==> src/rtl/fp_pkg.sv <==
// Shared IEEE-754 single-precision constants, FSM states and operand classifiers.
// Used by both the iterative multiplier and the divider.
package fp_pkg;

    localparam logic [31:0] QNAN = 32'h7FC00000;
    localparam logic [31:0] PINF = 32'h7F800000;
    localparam logic [31:0] NINF = 32'hFF800000;
    localparam int          BIAS = 127;

    typedef enum logic [1:0] {IDLE, MUL, NORM, DONE} state_t;

    function automatic logic is_nan(input logic [31:0] x);
        return (x[30:23] == 8'hFF) && (x[22:0] != 23'h0);
    endfunction

    function automatic logic is_inf(input logic [31:0] x);
        return (x[30:23] == 8'hFF) && (x[22:0] == 23'h0);
    endfunction

    // Denormals count as zero: they are flushed on input.
    function automatic logic is_zero(input logic [31:0] x);
        return x[30:23] == 8'h00;
    endfunction

endpackage

==> src/rtl/mant_mul_iter.sv <==
// 24x24 shift-add mantissa multiplier, one multiplier bit per cycle.
// Latency 24 cycles after start; done flags the final iteration; start is only honoured by the caller when idle.
module mant_mul_iter #(
    parameter int W = 24
) (
    input  logic           clk,
    input  logic           rst,
    input  logic           start,
    input  logic [W-1:0]   mcand,
    input  logic [W-1:0]   mplier,
    output logic           busy,
    output logic           done,
    output logic [2*W-1:0] prod
);

    logic [W-1:0]   mcand_q;
    logic [W-1:0]   mplier_q;
    logic [4:0]     cnt_q;
    logic           busy_q;
    logic [2*W-1:0] prod_q;

    always_ff @(posedge clk or posedge rst) begin
        if (rst) begin
            mcand_q  <= '0;
            mplier_q <= '0;
            cnt_q    <= '0;
            busy_q   <= 1'b0;
            prod_q   <= '0;
        end else if (start) begin
            mcand_q  <= mcand;
            mplier_q <= mplier;
            cnt_q    <= '0;
            busy_q   <= 1'b1;
            prod_q   <= '0;
        end else if (busy_q) begin
            if (mplier_q[cnt_q])
                prod_q <= prod_q + ({{W{1'b0}}, mcand_q} << cnt_q);
            if (cnt_q == 5'(W - 1)) begin
                cnt_q  <= '0;
                busy_q <= 1'b0;
            end else begin
                cnt_q <= cnt_q + 5'd1;
            end
        end
    end

    assign busy = busy_q;
    assign done = busy_q && (cnt_q == 5'(W - 1));
    assign prod = prod_q;

endmodule

==> src/rtl/fp_mul_seq.sv <==
// Iterative IEEE-754 single multiplier, truncating, denormals flushed to zero.
// Result 26 cycles after accept (1 for NaN/inf/zero operands); one op in flight, result held until out_ready.
module fp_mul_seq import fp_pkg::*; #(
    parameter int MANT_W = 23,
    parameter int EXP_W  = 8,
    parameter int BIAS   = 127
) (
    input  logic        clk,
    input  logic        rst,
    input  logic        in_valid,
    output logic        in_ready,
    input  logic [31:0] InputA,
    input  logic [31:0] InputB,
    output logic        out_valid,
    input  logic        out_ready,
    output logic [31:0] AxB
);

    localparam int EW = EXP_W + 2;
    localparam int PW = 2 * (MANT_W + 1);

    state_t             state_q, state_d;
    logic               sign_q;
    logic [EXP_W-1:0]   ea_q, eb_q;
    logic [31:0]        axb_q;

    logic               accept;
    logic               special;
    logic [31:0]        special_res;
    logic               eng_start, eng_busy, eng_done;
    logic [PW-1:0]      prod;
    logic [EW-1:0]      e_norm;
    logic [MANT_W-1:0]  mant_norm;
    logic               overflow, underflow;
    logic [31:0]        norm_res;

    assign accept    = in_valid && in_ready;
    assign special   = is_nan(InputA) || is_nan(InputB) || is_inf(InputA) || is_inf(InputB) ||
                       is_zero(InputA) || is_zero(InputB);
    assign eng_start = accept && !special;

    always_comb begin
        special_res = {InputA[31] ^ InputB[31], 31'h0};
        if (is_nan(InputA) || is_nan(InputB) ||
            (is_zero(InputA) && is_inf(InputB)) || (is_inf(InputA) && is_zero(InputB)))
            special_res = QNAN;
        else if (is_inf(InputA) || is_inf(InputB))
            special_res = (InputA[31] ^ InputB[31]) ? NINF : PINF;
    end

    mant_mul_iter #(.W(MANT_W + 1)) u_mant_mul_iter (
        .clk    (clk),
        .rst    (rst),
        .start  (eng_start),
        .mcand  ({1'b1, InputA[MANT_W-1:0]}),
        .mplier ({1'b1, InputB[MANT_W-1:0]}),
        .busy   (eng_busy),
        .done   (eng_done),
        .prod   (prod)
    );

    // Product of two [1,2) mantissas lies in [1,4); the top bit selects the extra exponent step.
    assign e_norm    = {2'b00, ea_q} + {2'b00, eb_q} - EW'(BIAS) + {{(EW-1){1'b0}}, prod[PW-1]};
    assign mant_norm = MANT_W'(prod >> (prod[PW-1] ? (MANT_W + 1) : MANT_W));
    assign overflow  = !e_norm[EW-1] && (e_norm[EW-2:0] >= {1'b0, {EXP_W{1'b1}}});
    assign underflow = e_norm[EW-1] || (e_norm == '0);

    always_comb begin
        norm_res = {sign_q, e_norm[EXP_W-1:0], mant_norm};
        if (overflow)
            norm_res = sign_q ? NINF : PINF;
        else if (underflow)
            norm_res = {sign_q, 31'h0};
    end

    always_ff @(posedge clk or posedge rst) begin
        if (rst)
            state_q <= IDLE;
        else
            state_q <= state_d;
    end

    always_comb begin
        state_d   = state_q;
        in_ready  = 1'b0;
        out_valid = 1'b0;
        case (state_q)
            IDLE: begin
                in_ready = 1'b1;
                if (in_valid)
                    state_d = special ? DONE : MUL;
            end
            MUL: begin
                if (eng_done || !eng_busy)
                    state_d = NORM;
            end
            NORM: state_d = DONE;
            DONE: begin
                out_valid = 1'b1;
                if (out_ready)
                    state_d = IDLE;
            end
            default: state_d = IDLE;
        endcase
    end

    always_ff @(posedge clk or posedge rst) begin
        if (rst) begin
            sign_q <= 1'b0;
            ea_q   <= '0;
            eb_q   <= '0;
            axb_q  <= '0;
        end else begin
            if (accept) begin
                sign_q <= InputA[31] ^ InputB[31];
                ea_q   <= InputA[30:23];
                eb_q   <= InputB[30:23];
                if (special)
                    axb_q <= special_res;
            end
            if (state_q == NORM)
                axb_q <= norm_res;
        end
    end

    assign AxB = axb_q;

endmodule

==> config.mk <==
export PLATFORM = sky130hd
export DESIGN_NAME = fp_mul_seq
export DESIGN_NICKNAME = d
export VERILOG_FILES = /design/src/rtl/fp_pkg.sv /design/src/rtl/mant_mul_iter.sv /design/src/rtl/fp_mul_seq.sv
export SDC_FILE = /design/constraint.sdc
export NUM_CORES = 1
export LEC_CHECK = 0
export ABC_CLOCK_PERIOD_IN_PS = 6330
export BUFFER_PORTS_ARGS = -buffer_cell sky130_fd_sc_hd__buf_2
export CAP_MARGIN = 20
export CORE_UTILIZATION = 45
export DETAILED_ROUTE_END_ITERATION = 8
export PLACE_DENSITY = 0.7
export SYNTH_ARGS = -nofsm -noshare
export SYNTH_HDL_FRONTEND = slang
export SYNTH_SLANG_ARGS = --single-unit
export TNS_END_PERCENT = 50
==> constraint.sdc <==
create_clock -name clk -period 6.33 [get_ports clk]
set_clock_uncertainty 0.15 [all_clocks]
set_input_delay 0.3165 -clock clk [delete_from_list [all_inputs] [get_ports clk]]
set_output_delay 0.3165 -clock clk [all_outputs]
set_load 0.005 [all_outputs]
==> Word level (Yosys, flattened, before mapping) <==
Cells that the tools add are included.
{ "totals": {"latch_bits": 0, "ram_bits": 0, "mem_count": 0, "regBits": 153, "in_bits": 68, "rom_bits": 0} }
{ "op_classes": {"magnitude_cmp": 2, "n_div": 0, "n_addsub": 5, "n_eq_ne": 9, "bitwise": 1, "muxes": 28, "shift": 2, "reduce_logical": 38, "n_mul": 0} }
{ "op_table": {"columns": ["cell", "count"], "rows": [
  ["32-bit two-way mux", 8],
  ["48-bit two-way mux", 3],
  ["48-bit adder", 1],
  ["24-bit by 5-bit left shift with 48-bit output", 1],
  ["48-bit by 5-bit right shift with 23-bit output", 1],
  ["23-bit zero test", 2],
  ["23-bit nonzero test", 2],
  ["31-bit two-way mux", 1],
  ["8-bit equality test, second input constant", 2],
  ["8-bit zero test", 2],
  ["5-bit two-way mux", 3],
  ["10-bit by 1-bit adder with 10-bit output", 1],
  ["1-bit logical AND", 10],
  ["10-bit zero test", 1],
  ["1-bit logical OR", 10],
  ["9-bit by 7-bit subtractor with 10-bit output, second input constant", 1],
  ["8-bit by 8-bit adder with 9-bit output", 1],
  ["9-bit by 8-bit greater-or-equal comparator with 1-bit output, second input constant", 1],
  ["2-bit two-way mux", 4],
  ["2-bit case mux with 4 select lines", 1],
  ["2-bit nonzero test", 4],
  ["5-bit by 6-bit less-than comparator with 1-bit output, second input constant", 1],
  ["1-bit two-way mux", 6],
  ["2-bit inequality test, second input constant", 3],
  ["other kinds (11)", 15]
]} }

==> Logic depth before layout (Yosys ltp) <==
{ "logic_depth": {"word_depth": 11, "depth_mapped": 22} }

==> By module <==
From an unflattened synthesis, not the netlist that was laid out.
{ "unflattened": {"hier_cells": 1207, "hier_area_um2": 11253.3} }
{ "modules_own_cells": {"columns": ["module", "seq_area_each_um2", "area_per_inst_um2", "n_inst", "cells_per_inst"], "rows": [
  ["mant_mul_iter", 2552.4, 8018.9, 1, 898],
  ["fp_mul_seq", 1276.2, 3234.4, 1, 309]
]} }

==> Worst setup path after synthesis <==
Ideal clock, no wire load.
{ "synth_timing": {"path_kind": "flip-flop to flip-flop", "from": "reg u_mant_mul_iter.cnt_q[0]", "to": "reg u_mant_mul_iter.prod_q[41], in the netlist u_mant_mul_iter.prod[41]", "arrival_time_ns": 4.650, "path_buffers": 5, "path_stages_with_launch": 21, "slack_ns": 1.404, "cell_sequence": "dfrtp_1 > clkbuf_1 > buf_2 > clkbuf_1 > clkbuf_1 > nand2_1 > o21ai_0 > o21ai_0 > o21ai_0 > o22ai_1 > ha_1 > buf_6 > a21o_1 > o21bai_1 > a221oi_2 > o221ai_2 > a221o_1 > or4b_4 > nand3_2 > mux2i_1 > a311o_1"} }
{ "synth_via": {"elab_chain_cells": 5, "word_cells_on_any_way": 9, "classes_between": "add/sub: 1; shift: 1; mux: 5; reduce/logical: 2"} }
{ "synth_lines": {"columns": ["element", "line", "rtl"], "rows": [
  ["start, declared", "mant_mul_iter.sv:18", "logic [4:0] cnt_q;"],
  ["start signal, assigned", "mant_mul_iter.sv:42", "cnt_q <= cnt_q + 5'd1;"],
  ["24-bit by 5-bit left shift with 48-bit output", "mant_mul_iter.sv:37", "prod_q <= prod_q + ({{W{1'b0}}, mcand_q} << cnt_q);"],
  ["48-bit adder", "mant_mul_iter.sv:37", null],
  ["48-bit two-way mux", "mant_mul_iter.sv:36", "if (mplier_q[cnt_q])"],
  ["48-bit two-way mux", "mant_mul_iter.sv:35", "end else if (busy_q) begin"],
  ["48-bit two-way mux", "mant_mul_iter.sv:29", "end else if (start) begin"],
  ["end signal, assigned", "mant_mul_iter.sv:37", null],
  ["end, declared", "mant_mul_iter.sv:20", "logic [2*W-1:0] prod_q;"]
]} }
Parallel ways exist; a longest one is shown, timed or not. The select of a mux whose other input is x is not followed.
A chain may end at the register's enable or synchronous reset.

==> Final worst setup path <==
{ "layout_timing": {"from": "reg u_mant_mul_iter.cnt_q[1]", "to": "reg u_mant_mul_iter.prod_q[41], in the netlist u_mant_mul_iter.prod[41]"} }
Same word-level chain as after synthesis.

==> metrics.cfg <==
[status]
status=completed

[yosys]
yosys.cell_types.count=67
synthCells=1317
yosys-top-cells-count=nand2_1 (285), dfrtp_1 (152), a21oi_1 (106), nor2_1 (73), ha_1 (68)
synth_area_leader_cell=dfrtp_1
synth_seq_area_share=0.345
synthTopCellsByArea=dfrtp_1 (34%), nand2_1 (9.7%), ha_1 (7.7%)
synth_nets=1455
yosys_warnings=0
synth-async-reset-ratio=1.00
syn_avg_cell_area_sq_um=8.38
syn_area_sq_mm=0.0110
synth_edf_count=0
yosysMostFrequentCell=nand2_1
ys_ff_latch=152
synth_ff_type=dfrtp_1
synth_top_area_frac=0.345

[sta]
final.setup.tns_ns=0
holdWs_ns=0.0161
fin_ws_ns=1.10
slew_viol_final=0
max_slew_margin=0.318
finalCriticalPeriod_ns=5.23
tightest_slew_ns=1.02
setup_viol=0
post-route-period-util=0.826
final-hold-violation-count=0
fmax_mhz=191
rsz0062_at_grt=false

[placement]
port_buffers=101
hpwl_mm=22.4
place.gp.congestion=0.944
dp_slack_ns=1.20

[grt]
grt_pass1_wl_mm=51.1
grtUsageTotal=0.261
grt_max_degree=88
grt_overflow=0
antenna_found_initial=0
grt_pass1_vias=9742

[worst_setup_path]
cp.required_ns=6.50
cp-start-kind=flip-flop
endpoint_kind=flip-flop
crit_type=flip-flop to flip-flop
cp.arrival_ns=5.39
cp_max_fo=25

[die]
start_util=0.464
die_x_um=159
die_area_sq_mm=0.0251
rows=56
ios=102
die_h_um=159
core-area_sq_mm=0.0238

[clocking]
cts_tree=done
clk_pin_slew_ns=0.07
cts-htree-levels=4
clk_latency_ns=0.44
cts_buffer_depth=2
post_cts_resized=0
cts_sinks=152
cts-buffers-inserted=17
root_buffer=clkbuf_16

[routing]
antenna_left=0
avgRoutedWirePerCell_um=17.6
viasPerCell=5.75
via_count=10200
wl_mm=31.1
dr.pass1.iters=5
drtIter0Drc=868
post-route-drc-count=0

[run]
maxCapViolations=0

[finish]
syn_to_final_growth_pct=17.6
final_nets=1577
nFillCells=2126
drive_gt1_frac=0.147
ff_latch_area_sq_mm=0.00380
num_antenna_cells=0
multiInputGateArea_sq_mm=0.00681

[pwr]
leakagePower_nw=5.97
p_per_area_mw_per_mm2=655
ir_drop_uv=259

[min_path]
hp-class=input pin to flip-flop

area by class of cell:
type | count | area share
clock inverter | 13 | 0.0103
multi-input combinational | 1054 | 0.524
timing repair buffer | 177 | 0.0962
clock buffer | 19 | 0.0341
inverter | 37 | 0.0111
tap | 319 | 0.0308
sequential | 152 | 0.293
layout by cell type (no fill, tap or decap), types with 7 or more instances in the layout:
cell type      count
a211oi_1          17
a21o_1            23
a21oi_1          106
a221o_1            7
a31oi_1           10
and2_1            12
and3_1             8
buf_2            101
buf_4             16
clkbuf_16         17
dfrtp_1          152
dlygate4sd3_1     58
ha_1              68
inv_1             32
mux2_2            33
mux2i_1           62
mux4_2            12
nand2_1          285
nand2b_1           9
nand3_1           26
nand4_1           16
nor2_1            72
nor3_1            17
nor4_1            15
o211ai_1           7
o21a_1             8
o21ai_0           48
o21ai_1           48
o21bai_1          13
o22ai_1           16
or3_1              8
xnor2_1           24
xor2_1            15
flip-flops by register name, indices dropped and copies added (netlist names):
| signal | cells |
|---|---|
| u_mant_mul_iter.prod | 48 |
| sign_q | 1 |
| state_q | 2 |
| u_mant_mul_iter.cnt_q | 5 |
| u_mant_mul_iter.mplier_q | 24 |
| u_mant_mul_iter.mcand_q | 23 |
| u_mant_mul_iter.busy | 1 |
| eb_q | 8 |
| ea_q | 8 |
| AxB | 32 |
stage by stage:
step                      total power, mW  area, sq um   util  std cells
after floorplan                      5.98        11000      -       1317
final                                8.50        13000  0.546       1771
after CTS                            8.43        12900  0.544       1768
after global routing                 9.27        13000  0.546       1771
after detailed placement             7.35        11800  0.496       1679
after global placement               7.26        11800  0.496       1679
power by group:
| group | internal [mW] | switching [mW] | total (mW) |
|---|---|---|---|
| Combinational | 2.24 | 3.45 | 5.69 |
| Clock | 0.563 | 0.451 | 1.01 |
| Sequential | 1.41 | 0.383 | 1.79 |
worst max-delay path, cell delays in order, from the launching register on:
cell and delay (ns):
dfrtp_1 0.85, buf_4 0.43, mux2_2 0.39, o21ai_0 0.24
mux2i_1 0.18, o21ai_0 0.24, o22ai_1 0.11, ha_1 0.42
nand4_1 0.16, clkinv_1 0.09, a221oi_2 0.30, o221ai_2 0.16
a221o_1 0.35, or4b_4 0.55, nand3_2 0.09, mux2i_1 0.07
a311o_1 0.31
cells by family after synthesis:
group,Yosys count,share of synthesized area
multiplexers,107,0.114
XOR/XNOR,39,0.0310
flip-flops,152,0.345
AND/OR/NAND/NOR,497,0.199
adder cells (fa/ha/maj),70,0.0808
buffers and inverters,111,0.0400
AO/OA/AOI/OAI,341,0.190
final timing paths:
kind	start	end	slack, ns	cells after the start
max in group asynchronous	rst	u_mant_mul_iter.mplier_q[6]	4.25	4
setup / recovery	u_mant_mul_iter.cnt_q[1]	u_mant_mul_iter.prod[41]	1.10	16
min in group asynchronous	rst	eb_q[7]	0.45	3
hold / removal	InputA[25]	ea_q[2]	0.02	2
setup reg to reg	u_mant_mul_iter.cnt_q[1]	u_mant_mul_iter.prod[41]	1.10	16
hold reg to reg	AxB[3]	AxB[3]	0.32	2
metal layers:
layer,GRT usage,vias to the layer above,part of all wire
met2,0.410,337,0.45
met5,0,-,0
li1,-,4953,-
met4,0.0701,0,0.018
met1,0.366,4859,0.47
met3,0.0487,41,0.065
what timing repair did:
item,in CTS,in global routing
endpoints found under the hold margin,142,1
buffers inserted,0,0
endpoints found under the setup margin,0,0
hold buffers,57,1
Power figures use the tool's default switching activity.
